`src/rtl/tt_dot_pkg.sv`:
```
// Shared types and elaboration helpers for the dot-product sequencer.
package tt_dot_pkg;

  typedef enum logic [1:0] {
    IDLE  = 2'd0,
    ACCUM = 2'd1,
    DONE  = 2'd2
  } state_e;

  // Smallest accumulator that cannot overflow for MAX_LEN full-scale products.
  function automatic int acc_min_w(input int data_w, input int max_len);
    return 2 * data_w + $clog2(max_len);
  endfunction

endpackage

```
`src/rtl/tt_dot_sequencer_if.sv`:
```
// Command / operand / result handshake bundle for tt_dot_sequencer.
interface tt_dot_sequencer_if #(
  parameter int DATA_W  = 8,
  parameter int MAX_LEN = 16,
  parameter int ACC_W   = 20
);
  localparam int LEN_W = $clog2(MAX_LEN) + 1;

  logic              cmd_valid;
  logic              cmd_ready;
  logic [LEN_W-1:0]  cmd_len;
  logic              cmd_signed;
  logic              in_valid;
  logic              in_ready;
  logic [DATA_W-1:0] in_a;
  logic [DATA_W-1:0] in_b;
  logic              out_valid;
  logic              out_ready;
  logic [ACC_W-1:0]  out_acc;
  logic              out_err;
  logic              busy;

  modport master (
    output cmd_valid, cmd_len, cmd_signed, in_valid, in_a, in_b, out_ready,
    input  cmd_ready, in_ready, out_valid, out_acc, out_err, busy
  );

  modport slave (
    input  cmd_valid, cmd_len, cmd_signed, in_valid, in_a, in_b, out_ready,
    output cmd_ready, in_ready, out_valid, out_acc, out_err, busy
  );
endinterface

```
`src/rtl/tt_mac_unit.sv`:
```
// Combinational multiply-accumulate: acc_o = acc_i + ext(a_i * b_i).
module tt_mac_unit #(
  parameter int DATA_W = 8,
  parameter int ACC_W  = 20
) (
  input  logic [DATA_W-1:0] a_i,
  input  logic [DATA_W-1:0] b_i,
  input  logic              signed_i,
  input  logic [ACC_W-1:0]  acc_i,
  output logic [ACC_W-1:0]  acc_o
);

  logic signed [2*DATA_W-1:0] prod_s;
  logic        [2*DATA_W-1:0] prod_u;

  // Sign- or zero-extend the full-width product into the accumulator width.
  function automatic logic [ACC_W-1:0] ext_prod(input logic signed [2*DATA_W-1:0] ps,
                                                input logic [2*DATA_W-1:0] pu,
                                                input logic is_signed);
    logic signed [ACC_W-1:0] ext_s;
    ext_s = ACC_W'(ps);
    return is_signed ? ACC_W'(ext_s) : ACC_W'(pu);
  endfunction

  assign prod_s = $signed(a_i) * $signed(b_i);
  assign prod_u = a_i * b_i;
  assign acc_o  = acc_i + ext_prod(prod_s, prod_u, signed_i);

endmodule

```
`src/rtl/tt_dot_sequencer.sv`:
```
// Dot-product sequencer: latches a command, accumulates LEN operand pairs
// through a shared MAC, and presents the result over valid/ready.
module tt_dot_sequencer
  import tt_dot_pkg::*;
#(
  parameter int DATA_W  = 8,
  parameter int MAX_LEN = 16,
  parameter int ACC_W   = 20
) (
  input  logic               clk,
  input  logic               rst_n,
  input  logic               clr,
  tt_dot_sequencer_if.slave  bus
);

  localparam int LEN_W = $clog2(MAX_LEN) + 1;

  if (MAX_LEN < 1) begin : g_bad_len
    $error("tt_dot_sequencer: MAX_LEN must be >= 1");
  end
  if (ACC_W < acc_min_w(DATA_W, MAX_LEN)) begin : g_bad_acc_w
    $error("tt_dot_sequencer: ACC_W too narrow for DATA_W/MAX_LEN");
  end

  state_e             state_q, state_d;
  logic [ACC_W-1:0]   acc_q, acc_d;
  logic [LEN_W-1:0]   rem_q, rem_d;
  logic               signed_q, signed_d;
  logic               err_q, err_d;
  logic [ACC_W-1:0]   mac_sum;

  tt_mac_unit #(
    .DATA_W (DATA_W),
    .ACC_W  (ACC_W)
  ) u_mac (
    .a_i      (bus.in_a),
    .b_i      (bus.in_b),
    .signed_i (signed_q),
    .acc_i    (acc_q),
    .acc_o    (mac_sum)
  );

  always_comb begin
    state_d  = state_q;
    acc_d    = acc_q;
    rem_d    = rem_q;
    signed_d = signed_q;
    err_d    = err_q;

    unique case (state_q)
      IDLE: begin
        if (bus.cmd_valid) begin
          signed_d = bus.cmd_signed;
          acc_d    = '0;
          err_d    = 1'b0;
          if (bus.cmd_len == '0) begin
            state_d = DONE;
          end else if (bus.cmd_len > LEN_W'(MAX_LEN)) begin
            err_d   = 1'b1;
            state_d = DONE;
          end else begin
            rem_d   = bus.cmd_len;
            state_d = ACCUM;
          end
        end
      end
      ACCUM: begin
        if (bus.in_valid) begin
          acc_d = mac_sum;
          rem_d = rem_q - LEN_W'(1);
          if (rem_q == LEN_W'(1)) state_d = DONE;
        end
      end
      DONE: begin
        if (bus.out_ready) state_d = IDLE;
      end
      default: state_d = IDLE;
    endcase

    // Abort overrides any handshake completing in the same cycle.
    if (clr) begin
      state_d = IDLE;
      acc_d   = '0;
      rem_d   = '0;
      err_d   = 1'b0;
    end
  end

  always_ff @(posedge clk or negedge rst_n) begin
    if (!rst_n) begin
      state_q  <= IDLE;
      acc_q    <= '0;
      rem_q    <= '0;
      signed_q <= 1'b0;
      err_q    <= 1'b0;
    end else begin
      state_q  <= state_d;
      acc_q    <= acc_d;
      rem_q    <= rem_d;
      signed_q <= signed_d;
      err_q    <= err_d;
    end
  end

  // Handshake outputs decode registered state only.
  assign bus.cmd_ready = (state_q == IDLE);
  assign bus.in_ready  = (state_q == ACCUM);
  assign bus.out_valid = (state_q == DONE);
  assign bus.busy      = (state_q != IDLE);
  assign bus.out_acc   = acc_q;
  assign bus.out_err   = err_q;

endmodule

```
`src/flat_wrapper.sv`:
```
// flat-port wrapper written by rule: the top's interface ports become plain ports
module tt_dot_sequencer_flat import tt_dot_pkg::*;
#(
  parameter int DATA_W  = 8,
  parameter int MAX_LEN = 16,
  parameter int ACC_W   = 20
)
  (clk, rst_n, clr, bus_cmd_valid, bus_cmd_len, bus_cmd_signed, bus_in_valid, bus_in_a, bus_in_b, bus_out_ready, bus_cmd_ready, bus_in_ready, bus_out_valid, bus_out_acc, bus_out_err, bus_busy);
  tt_dot_sequencer_if #(.DATA_W(DATA_W), .MAX_LEN(MAX_LEN), .ACC_W(ACC_W)) bus_i ();
  input  logic clk;
  input  logic rst_n;
  input  logic clr;
  input wire logic [$bits(bus_i.cmd_valid)-1:0] bus_cmd_valid;
  input wire logic [$bits(bus_i.cmd_len)-1:0] bus_cmd_len;
  input wire logic [$bits(bus_i.cmd_signed)-1:0] bus_cmd_signed;
  input wire logic [$bits(bus_i.in_valid)-1:0] bus_in_valid;
  input wire logic [$bits(bus_i.in_a)-1:0] bus_in_a;
  input wire logic [$bits(bus_i.in_b)-1:0] bus_in_b;
  input wire logic [$bits(bus_i.out_ready)-1:0] bus_out_ready;
  output wire logic [$bits(bus_i.cmd_ready)-1:0] bus_cmd_ready;
  output wire logic [$bits(bus_i.in_ready)-1:0] bus_in_ready;
  output wire logic [$bits(bus_i.out_valid)-1:0] bus_out_valid;
  output wire logic [$bits(bus_i.out_acc)-1:0] bus_out_acc;
  output wire logic [$bits(bus_i.out_err)-1:0] bus_out_err;
  output wire logic [$bits(bus_i.busy)-1:0] bus_busy;
  assign bus_i.cmd_valid = bus_cmd_valid;
  assign bus_i.cmd_len = bus_cmd_len;
  assign bus_i.cmd_signed = bus_cmd_signed;
  assign bus_i.in_valid = bus_in_valid;
  assign bus_i.in_a = bus_in_a;
  assign bus_i.in_b = bus_in_b;
  assign bus_i.out_ready = bus_out_ready;
  assign bus_cmd_ready = bus_i.cmd_ready;
  assign bus_in_ready = bus_i.in_ready;
  assign bus_out_valid = bus_i.out_valid;
  assign bus_out_acc = bus_i.out_acc;
  assign bus_out_err = bus_i.out_err;
  assign bus_busy = bus_i.busy;
  tt_dot_sequencer #(.DATA_W(DATA_W), .MAX_LEN(MAX_LEN), .ACC_W(ACC_W)) u_core (.clk(clk), .rst_n(rst_n), .clr(clr), .bus(bus_i));
endmodule
```
`config.mk`:
```
export PLATFORM = sky130hd
export DESIGN_NAME = tt_dot_sequencer_flat
export DESIGN_NICKNAME = d
export VERILOG_FILES = /design/src/rtl/tt_dot_pkg.sv /design/src/rtl/tt_dot_sequencer_if.sv /design/src/rtl/tt_mac_unit.sv /design/src/rtl/tt_dot_sequencer.sv /design/src/flat_wrapper.sv
export SDC_FILE = /design/constraint.sdc
export NUM_CORES = 1
export LEC_CHECK = 0
export CORE_MARGIN = 5
export CORE_UTILIZATION = 50
export CTS_CLUSTER_SIZE = 20
export DETAILED_ROUTE_END_ITERATION = 10
export PLACE_DENSITY = 0.71
export SYNTH_ARGS = -nofsm -noshare
export SYNTH_HDL_FRONTEND = slang
export SYNTH_SLANG_ARGS = --single-unit
```
`constraint.sdc`:
```
create_clock -name clk -period 3.9 [get_ports clk]
set_clock_uncertainty 0.2 [all_clocks]
set_input_delay 0.585 -clock clk [delete_from_list [all_inputs] [get_ports clk]]
set_output_delay 0.585 -clock clk [all_outputs]
set_load 0.02 [all_outputs]
```
======== Word level (Yosys, flattened, before mapping) ========
Index checks and enable logic that the tools add are counted.
cells by class
  $mul .................................... 2
  equality and inequality tests ........... 9
  add/sub/neg operators ................... 2
  magnitude comparators ................... 1
  reduce and logical (&&, ||, !) cells .... 11
  multiplexer cells ....................... 24
operator list
  operator             count
  $mux 20              4
  $pmux 20 s2          1
  $mul 8x8->16         2
  $mux 5               5
  $add 20x20->20       1
  $ne 3x3->1 const B   5
  $mux 2               7
  $pmux 5 s2           1
  $pmux 2 s3           1
  $reduce_bool 2->1    3
  $eq 5x1->1 const B   1
  $gt 5x5->1 const B   1
  $logic_not 5->1      1
  $mux 1               5
  $reduce_and 5->1     1
  $sub 5x1->5 const B  1
  $reduce_and 2->1     2
  $reduce_and 4->1     1
  $ne 3x2->1 const B   1
  $reduce_and 3->1     1
  $reduce_bool 3->1    1
  $eq 2x1->1 const B   1
  $eq 2x2->1 const B   1
  $logic_not 2->1      1
storage, ports and cells
  input bits .............................. 28
  flip-flop bits (word level) ............. 29
  logic and storage cells ................. 54
  output and inout bits ................... 25

======== Logic depth before layout (Yosys ltp) ========
Gate-level depths: netlist of run 1.
  depth after elaboration ................. 6
  depth in mapped cells ................... 29
  depth with buffers taken out ............ 28

======== By module ========
From an unflattened synthesis of run 1, not the netlist that was laid out.
unflattened totals
  cells, all modules ...................... 789
  area total of the unflattened synthesis .. 6,680.2 um^2
modules (own cells, without submodules)
  module            sequential area each (um^2)  area an instance (um^2)  instances  cells an instance
  tt_mac_unit       0.0                          5,158.7                  1          626
  tt_dot_sequencer  725.7                        1,521.5                  1          163

======== Worst setup path after synthesis of run 1 ========
No wires, ideal clock.
  path type ............................... input-to-reg
  start ................................... in bus_in_b[7]
  end ..................................... reg u_core.acc_q[19], in the netlist u_core.bus.out_acc[19]
  library setup time ...................... 0.082 ns
  setup slack ............................. -2.833 ns
  buffers on the path ..................... 1
  stages on the path ...................... 27
  required time ........................... 3.618 ns
  arrival time ............................ 6.450 ns
  path through ............................ clkbuf_1 nor2b_1 fa_1 inv_1 fa_1 inv_1 fa_1 inv_1 fa_1 inv_1 ha_1 a21oi_1 nor2b_1 o21a_1 o41a_1 a21boi_0 xor2_1 mux2i_1 ha_1 nand2_2 or3_4 a2111oi_4 nor3_2 o31ai_4 xor2_1 a21oi_1 o22ai_1
on the way
  cells in the longest elaborated chain, start to end .. 6
  elaborated cells between the ends (all ways) .. 7
  those cells by class .................... 1 x add/sub; 2 x mul; 4 x mux
RTL lines
  what                                    line                                  source
  start, declared                         flat_wrapper.sv:18                    input wire logic [$bits(bus_i.in_b)-1:0] bus_in_b;
  $mul 8x8->16, on equally long branches  tt_mac_unit.sv:26, tt_mac_unit.sv:25
  $mux 20 (*)                             tt_mac_unit.sv:22                     return is_signed ? ACC_W'(ext_s) : ACC_W'(pu);
  $add 20x20->20 (*)                      tt_mac_unit.sv:27                     assign acc_o = acc_i + ext_prod(prod_s, prod_u, signed_i);
  $mux 20 (*)                             tt_dot_sequencer.sv:68                if (bus.in_valid) begin
  $pmux 20 s2 (*)                         tt_dot_sequencer.sv:50                unique case (state_q)
  $mux 20 (*)                             tt_dot_sequencer.sv:81                if (clr) begin
  end signal, assigned                    tt_dot_sequencer.sv:92                acc_q <= '0;
  end signal, assigned                    tt_dot_sequencer.sv:98                acc_q <= acc_d;
  end, declared                           tt_dot_sequencer.sv:26                logic [ACC_W-1:0] acc_q, acc_d;
Mark *: on every way between the ends. The rest lies on a longest branch, timed or not. The select of a mux whose other input is x is not followed.
A chain may end at the register's enable or synchronous reset.

======== Worst setup path after layout of run 1 ========
  start ................................... in bus_in_b[4]
  end ..................................... reg u_core.acc_q[19], in the netlist u_core.bus.out_acc[19]
The elaborated chain is that of the path after synthesis.

==> impl_metrics.toml, run 1 <==
[placement]
portBuffers = 52
placed_area_mm2 = 0.00857
dpl.hpwl_um = 14100
place.gp.congestion = 0.910

[floorplan]
coreArea_mm2 = 0.0126
die_x_um = 124
dieArea_mm2 = 0.0153
start_util_pct = 51.1
io-pin-count = 53
die_y_um = 124
rows = 41

[logic_synthesis]
yosys_warnings = 0
synthesis.area_mm2 = 0.00645
synth-edff-count = 0
synth_cell_types = 55
syn_area_per_cell_um2 = 8.75
synth_flop_cell = "dfrtp_1"
synth-seq-area-share_pct = 11.3
syn_nets = 933
netlist_instances = 737
ys_ff_latch = 29
async_flop_share_pct = 100

[finish]
area_growth_pct = 43.7
finalNetCount = 1146
antenna_cells = 0
fill_cells = 949
postLayoutCellArea_mm2 = 0.00926
drive_gt1_share_pct = 34.6

[clock_tree]
hold_buffers = 0
cts_buffers = 5
clock-root-buffer = "clkbuf_16"
cts_tree = "yes"
ctsHtreeMaxLevel = 2
clock_latency_ns = 0.27
cts_buffer_depth = 2
cts.sinks = 29
clk_pin_slew_ns = 0.05

[drt]
wire_per_inst_um = 15.4
ant_nets = 0
first_pass_iters = 4
drc = 0
routed_wl_um = 17300
vias = 5766
via_per_inst = 5.13
drtIter0Drc = 263

[worst_setup_path]
arrival_ns = 6.38
slowest_stage = "fa_1"
crit_start = "bus_in_b[4]"
path_common_cell = "fa_1"
timing.rr.end = "u_core.bus.out_acc[13]$_DFFE_PN0P_"
cp.required_ns = 3.89
crit_end = "u_core.bus.out_acc[19]$_DFFE_PN0P_"
crit_path_max_fanout = 4
rr_worst_depth = 10
regToRegSetupSlack_ns = 0.53
cp-end-kind = "flip-flop"
critPathMaxStageDelay_ns = 0.55
critPathKind = "input pin to flip-flop"
cp-start-kind = "input pin"
worstReg2RegStart = "u_core.signed_q$_DFFE_PN0P_"

[timing]
worstMarginPinSlew_ns = 0.762
hold_slack_ns = 0.336
drv_slew = 0
fmax_mhz = 156
setup_viol = 16
slew_headroom_pct = 49.2
timing.final.crit_share_pct = 164
final_hold_viol_count = 0
rsz0062_at_grt = "true"
worst_slack_ns = -2.49
min_period_ns = 6.39

[power_and_ir_drop]
p_leak_nw = 4.74
peakVddDrop_mv = 0.500
internal_power_mw = 3.45
clkPwrFrac_pct = 5.8
seqPwrFrac_pct = 6.2
power.density_mw_per_mm2 = 687
combPwrFrac_pct = 88.0
p_switching_mw = 2.91
switching_share_pct = 45.8

[grt]
grtUsageTotal_pct = 23.8
overflow = 0
busiest_layer = "met2"
grt_pass1_vias = 6368
use_met3_pct = 1.83
grt.met1_usage_pct = 32.0
grt_max_degree = 30
grt_pass1_wl_um = 29200
grt_antenna_before_repair = 0
met2_usage_pct = 42.5

[min_path]
hp-class = "flip-flop to flip-flop"

[run]
cap_violations = 0

[run_status]
violations = "setup timing"
status = "complete, but fails checks"
==> metrics by stage <==
step	power (mW)	TNS, ns	setup WS, ns	cells	utilization, %
floorplan	3.50	-21.21	-2.42	737	-
global placement	5.12	-37.50	-3.18	1097	67.9
detailed placement	5.24	-38.57	-3.33	1097	67.9
CTS	5.95	-25.83	-2.50	1118	71.3
global route	6.94	-28.50	-2.82	1123	73.4
finish	6.36	-25.65	-2.49	1123	73.4
==> flip-flops by register name, indices dropped and copies added, names as in the netlist <==
| name | count |
|---|---|
| u_core.rem_q | 5 |
| u_core.signed_q | 1 |
| u_core.bus.out_err | 1 |
| u_core.state_q | 2 |
| u_core.bus.out_acc | 20 |
==> how the worst min path moves through the flow <==
stage,to,depth (start not counted),slack (ns),from
4_1_cts,u_core.rem_q[3]$_DFFE_PN0P_,2,0.33,u_core.rem_q[3]$_DFFE_PN0P_
3_3_place_gp,u_core.rem_q[3]$_DFFE_PN0P_,2,0.30,u_core.rem_q[3]$_DFFE_PN0P_
3_5_place_dp,u_core.rem_q[3]$_DFFE_PN0P_,2,0.31,u_core.rem_q[3]$_DFFE_PN0P_
6_report,u_core.rem_q[1]$_DFFE_PN0P_,2,0.34,u_core.rem_q[1]$_DFFE_PN0P_
2_1_floorplan,u_core.bus.out_acc[0]$_DFFE_PN0P_,0,0.09,rst_n
5_1_grt,u_core.bus.out_acc[15]$_DFFE_PN0P_,1,0.37,u_core.bus.out_acc[15]$_DFFE_PN0P_
==> cells in the mapped netlist, drive strengths merged (11+ instances only) <==
cell type  number  area (um^2)
inv           174          653
fa             86         1720
ha             82         1030
nand2          52          198
and2           43          269
a21oi          36          180
dfrtp          29          726
nor2           26         97.6
o21ai          24          120
xnor2          22          193
xor2           20          175
a21o           16          120
a22o           16          140
clkbuf         11         41.3
==> power by group through the flow <==
stage / combinational, mW / sequential, mW / clock (mW)
after floorplan: 3.10 / 0.395 / 0
after global placement: 4.73 / 0.392 / 0
after detailed placement: 4.85 / 0.393 / 0
after CTS: 5.19 / 0.390 / 0.372
after global routing: 6.15 / 0.397 / 0.389
final: 5.60 / 0.392 / 0.370
==> layout make-up <==
type	instances	area (um^2)	share of cell area (%)
tap	172	215	2.32
multi-input combinational	521	5670	61.3
clock buffer	6	129	1.39
timing repair buffer	219	1850	20.0
sequential	29	726	7.83
inverter	174	656	7.08
clock inverter	2	10.0	0.108
==> critical path, delay by kind of cell <==
kind	cells	cell delay, ns
muxes	1	0.09
adders and majority gates	6	2.68
AOI/OAI and AO/OA	9	1.50
and+or+nand+nor	4	0.71
buffers and inverters	6	0.41
xor gates and xnor gates	2	0.38
==> metal layers <==
| layer | up-vias | wire (um) |
|---|---|---|
| li1 | 2785 | - |
| met1 | 2873 | 7710 |
| met2 | 95 | 8850 |
| met3 | 13 | 542 |
| met4 | 0 | 197 |
| met5 | - | 0 |
==> cell families after synthesis <==
logic type                 after synthesis  share of synthesized area, %
AOI/OAI and AO/OA                      138                          14.9
xor gates and xnor gates                42                          5.71
adders and majority gates              168                          42.6
buffers and inverters                  187                          11.0
DFF                                     29                          11.3
muxes                                    7                          1.36
and+or+nand+nor                        166                          13.2
==> placed cells by master (no fill, tap or decap), drive strengths merged, types with 4 or more instances in the layout <==
master and instances:
o31ai 6, o21a 5, a21oi 36, o22ai 4, a22o 16, a211oi 4, o21ai 24, dfrtp 29
clkbuf 6, o21bai 4, nor2 26, a31oi 4, nor3 9, nand2b 10, mux2 4, nor2b 10
buf 182, nand2 52, fa 86, and2 43, o41ai 4, inv 174, clkdlybuf4s50 36, a21o 16
xor2 20, xnor2 22, ha 82, nand3 4
==> repair_timing <==
action	in CTS	in global routing
resized for setup	142	49
endpoints found under the setup margin	17	16
hold endpoints to repair	0	0
buffers inserted	14	8
pin swaps	64	59
No activity file was read; power rests on OpenSTA's default activity.
==> run 2, diff against run 1 <==
clock period = 7.05 ns   (was 3.9 ns; I/O delays follow)
==> impl_metrics.toml, run 2 (synthesis gave the netlist of run 1 again) <==
[run_status]
status = "complete, but fails checks"
violations = "setup timing"

[floorplan]
start_util_pct = 51.1
dieArea_mm2 = 0.0153
rows = 41
die_x_um = 124
coreArea_mm2 = 0.0126
io-pin-count = 53
die_y_um = 124

[timing]
drv_slew = 0
fmax_mhz = 142
min_period_ns = 7.06
setup_viol = 1
final_hold_viol_count = 0
timing.final.crit_share_pct = 100
slew_headroom_pct = 40.9
worstMarginPinSlew_ns = 0.887
rsz0062_at_grt = "true"
worst_slack_ns = -0.00830
finalSetupTns_ns = -0.00830

[placement]
dpl.hpwl_um = 13400
placed_area_mm2 = 0.00803
placedCellCount = 1065
portBuffers = 52
dp_slack_ns = -0.872
place.gp.congestion = 0.878

[worst_setup_path]
regToRegSetupSlack_ns = 3.44
critPathMaxStageDelay_ns = 0.54
cp-start-kind = "input pin"
crit_path_max_fanout = 7
arrival_ns = 7.02
path_buf_inv = 7
critPathKind = "input pin to flip-flop"
rr_worst_depth = 12
path_depth = 29
timing.rr.end = "u_core.bus.out_acc[19]$_DFFE_PN0P_"
slowest_stage = "fa_1"
worstReg2RegStart = "u_core.signed_q$_DFFE_PN0P_"
crit_end = "u_core.bus.out_acc[17]$_DFFE_PN0P_"
path_common_cell = "buf_4"
crit_start = "bus_in_a[0]"
cp.required_ns = 7.01
path_delay_family = "adder cells"
cp-end-kind = "flip-flop"

[min_path]
hp-class = "flip-flop to flip-flop"

[clock_tree]
clk_pin_slew_ns = 0.05
cts.sinks = 29
cts_buffers = 5
hold_buffers = 0
clock-root-buffer = "clkbuf_16"
cts_tree = "yes"
clock_latency_ns = 0.27
ctsHtreeMaxLevel = 2
cts_buffer_depth = 2

[power_and_ir_drop]
seqPwrFrac_pct = 7.1
p_leak_nw = 4.40
clkPwrFrac_pct = 6.8
peakVddDrop_mv = 0.234
combPwrFrac_pct = 86.0
internal_power_mw = 1.65
p_switching_mw = 1.42
power.density_mw_per_mm2 = 362
switching_share_pct = 46.2

[finish]
drive_gt1_share_pct = 23.5
fill_cells = 1047
instances_no_fill = 1078
final_util_pct = 67.1
multi_input_comb_area_mm2 = 0.00532
area_growth_pct = 31.3
seq_area_um2 = 726
largest_reg_flops = 20
antenna_cells = 0
postLayoutCellArea_mm2 = 0.00847
finalNetCount = 1102
mostFrequentLayoutCell = "inv_1"
final_cell_mix = "inv_1, buf_4, fa_1"

[drt]
via_per_inst = 5.12
drtIter0Drc = 250
first_pass_iters = 4
wire_per_inst_um = 14.8
vias = 5521
routed_wl_um = 16000
drc = 0
ant_nets = 0

[run]
cap_violations = 0

[grt]
grt_pass1_vias = 6106
grt_max_degree = 30
grt_antenna_before_repair = 0
overflow = 0
grt_pass1_wl_um = 27700
grtUsageTotal_pct = 22.3
==> run 2: layer usage <==
metal	vias up	GRT usage [%]	wire length (um)
li1	2690	-	-
met1	2709	30.0	7090
met5	-	0	0
met2	103	38.8	8040
met4	0	4.01	217
met3	19	2.88	650
==> run 2: worst reg2reg max path, delay by kind of cell (launching register included) <==
kind	cells	cell delay [ns]
buf+inv	1	0.31
compound gates	5	0.91
xor+xnor	1	0.21
flops	1	0.83
fa+ha+maj	1	0.33
simple gates	4	0.74
==> run 2: what timing repair did <==
item	4_1_cts	5_1_grt
endpoints found under the setup margin	7	6
buffers inserted	2	4
pin swaps	21	47
resized for setup	71	66
gates cloned	0	0
==> run 2: cell type report <==
cell class / instances / share of cell area (%)
Multi-Input combinational cell: 521 / 62.9
Timing Repair Buffer: 175 / 16.6
Sequential cell: 29 / 8.57
Inverter: 174 / 7.71
Tap cell: 172 / 2.54
Clock buffer: 7 / 1.68
==> run 2: worst min path at each step <==
stage | endpoint | startpoint | slack [ns] | cells after the start
after detailed placement | u_core.rem_q[3]$_DFFE_PN0P_ | u_core.rem_q[3]$_DFFE_PN0P_ | 0.31 | 2
final | u_core.rem_q[3]$_DFFE_PN0P_ | u_core.rem_q[3]$_DFFE_PN0P_ | 0.33 | 2
after global placement | u_core.rem_q[3]$_DFFE_PN0P_ | u_core.rem_q[3]$_DFFE_PN0P_ | 0.29 | 2
after CTS | u_core.bus.out_acc[2]$_DFFE_PN0P_ | u_core.bus.out_acc[2]$_DFFE_PN0P_ | 0.33 | 2
after floorplan | u_core.rem_q[3]$_DFFE_PN0P_ | u_core.rem_q[3]$_DFFE_PN0P_ | 0.27 | 2
after global routing | u_core.bus.out_acc[4]$_DFFE_PN0P_ | u_core.bus.out_acc[4]$_DFFE_PN0P_ | 0.36 | 1
==> run 2: metrics by stage <==
step | power, mW | hold slack [ns]
finish | 3.07 | 0.329
global route | 3.37 | 0.355
CTS | 2.94 | 0.327
detailed placement | 2.62 | 0.309
global placement | 2.56 | 0.293
floorplan | 1.75 | 0.274
==> run 2: power groups by stage <==
stage | registers, mW | clock network (mW) | logic [mW]
floorplan | 0.218 | 0 | 1.53
global placement | 0.220 | 0 | 2.34
detailed placement | 0.221 | 0 | 2.40
CTS | 0.218 | 0.212 | 2.51
global route | 0.223 | 0.219 | 2.93
finish | 0.219 | 0.209 | 2.64
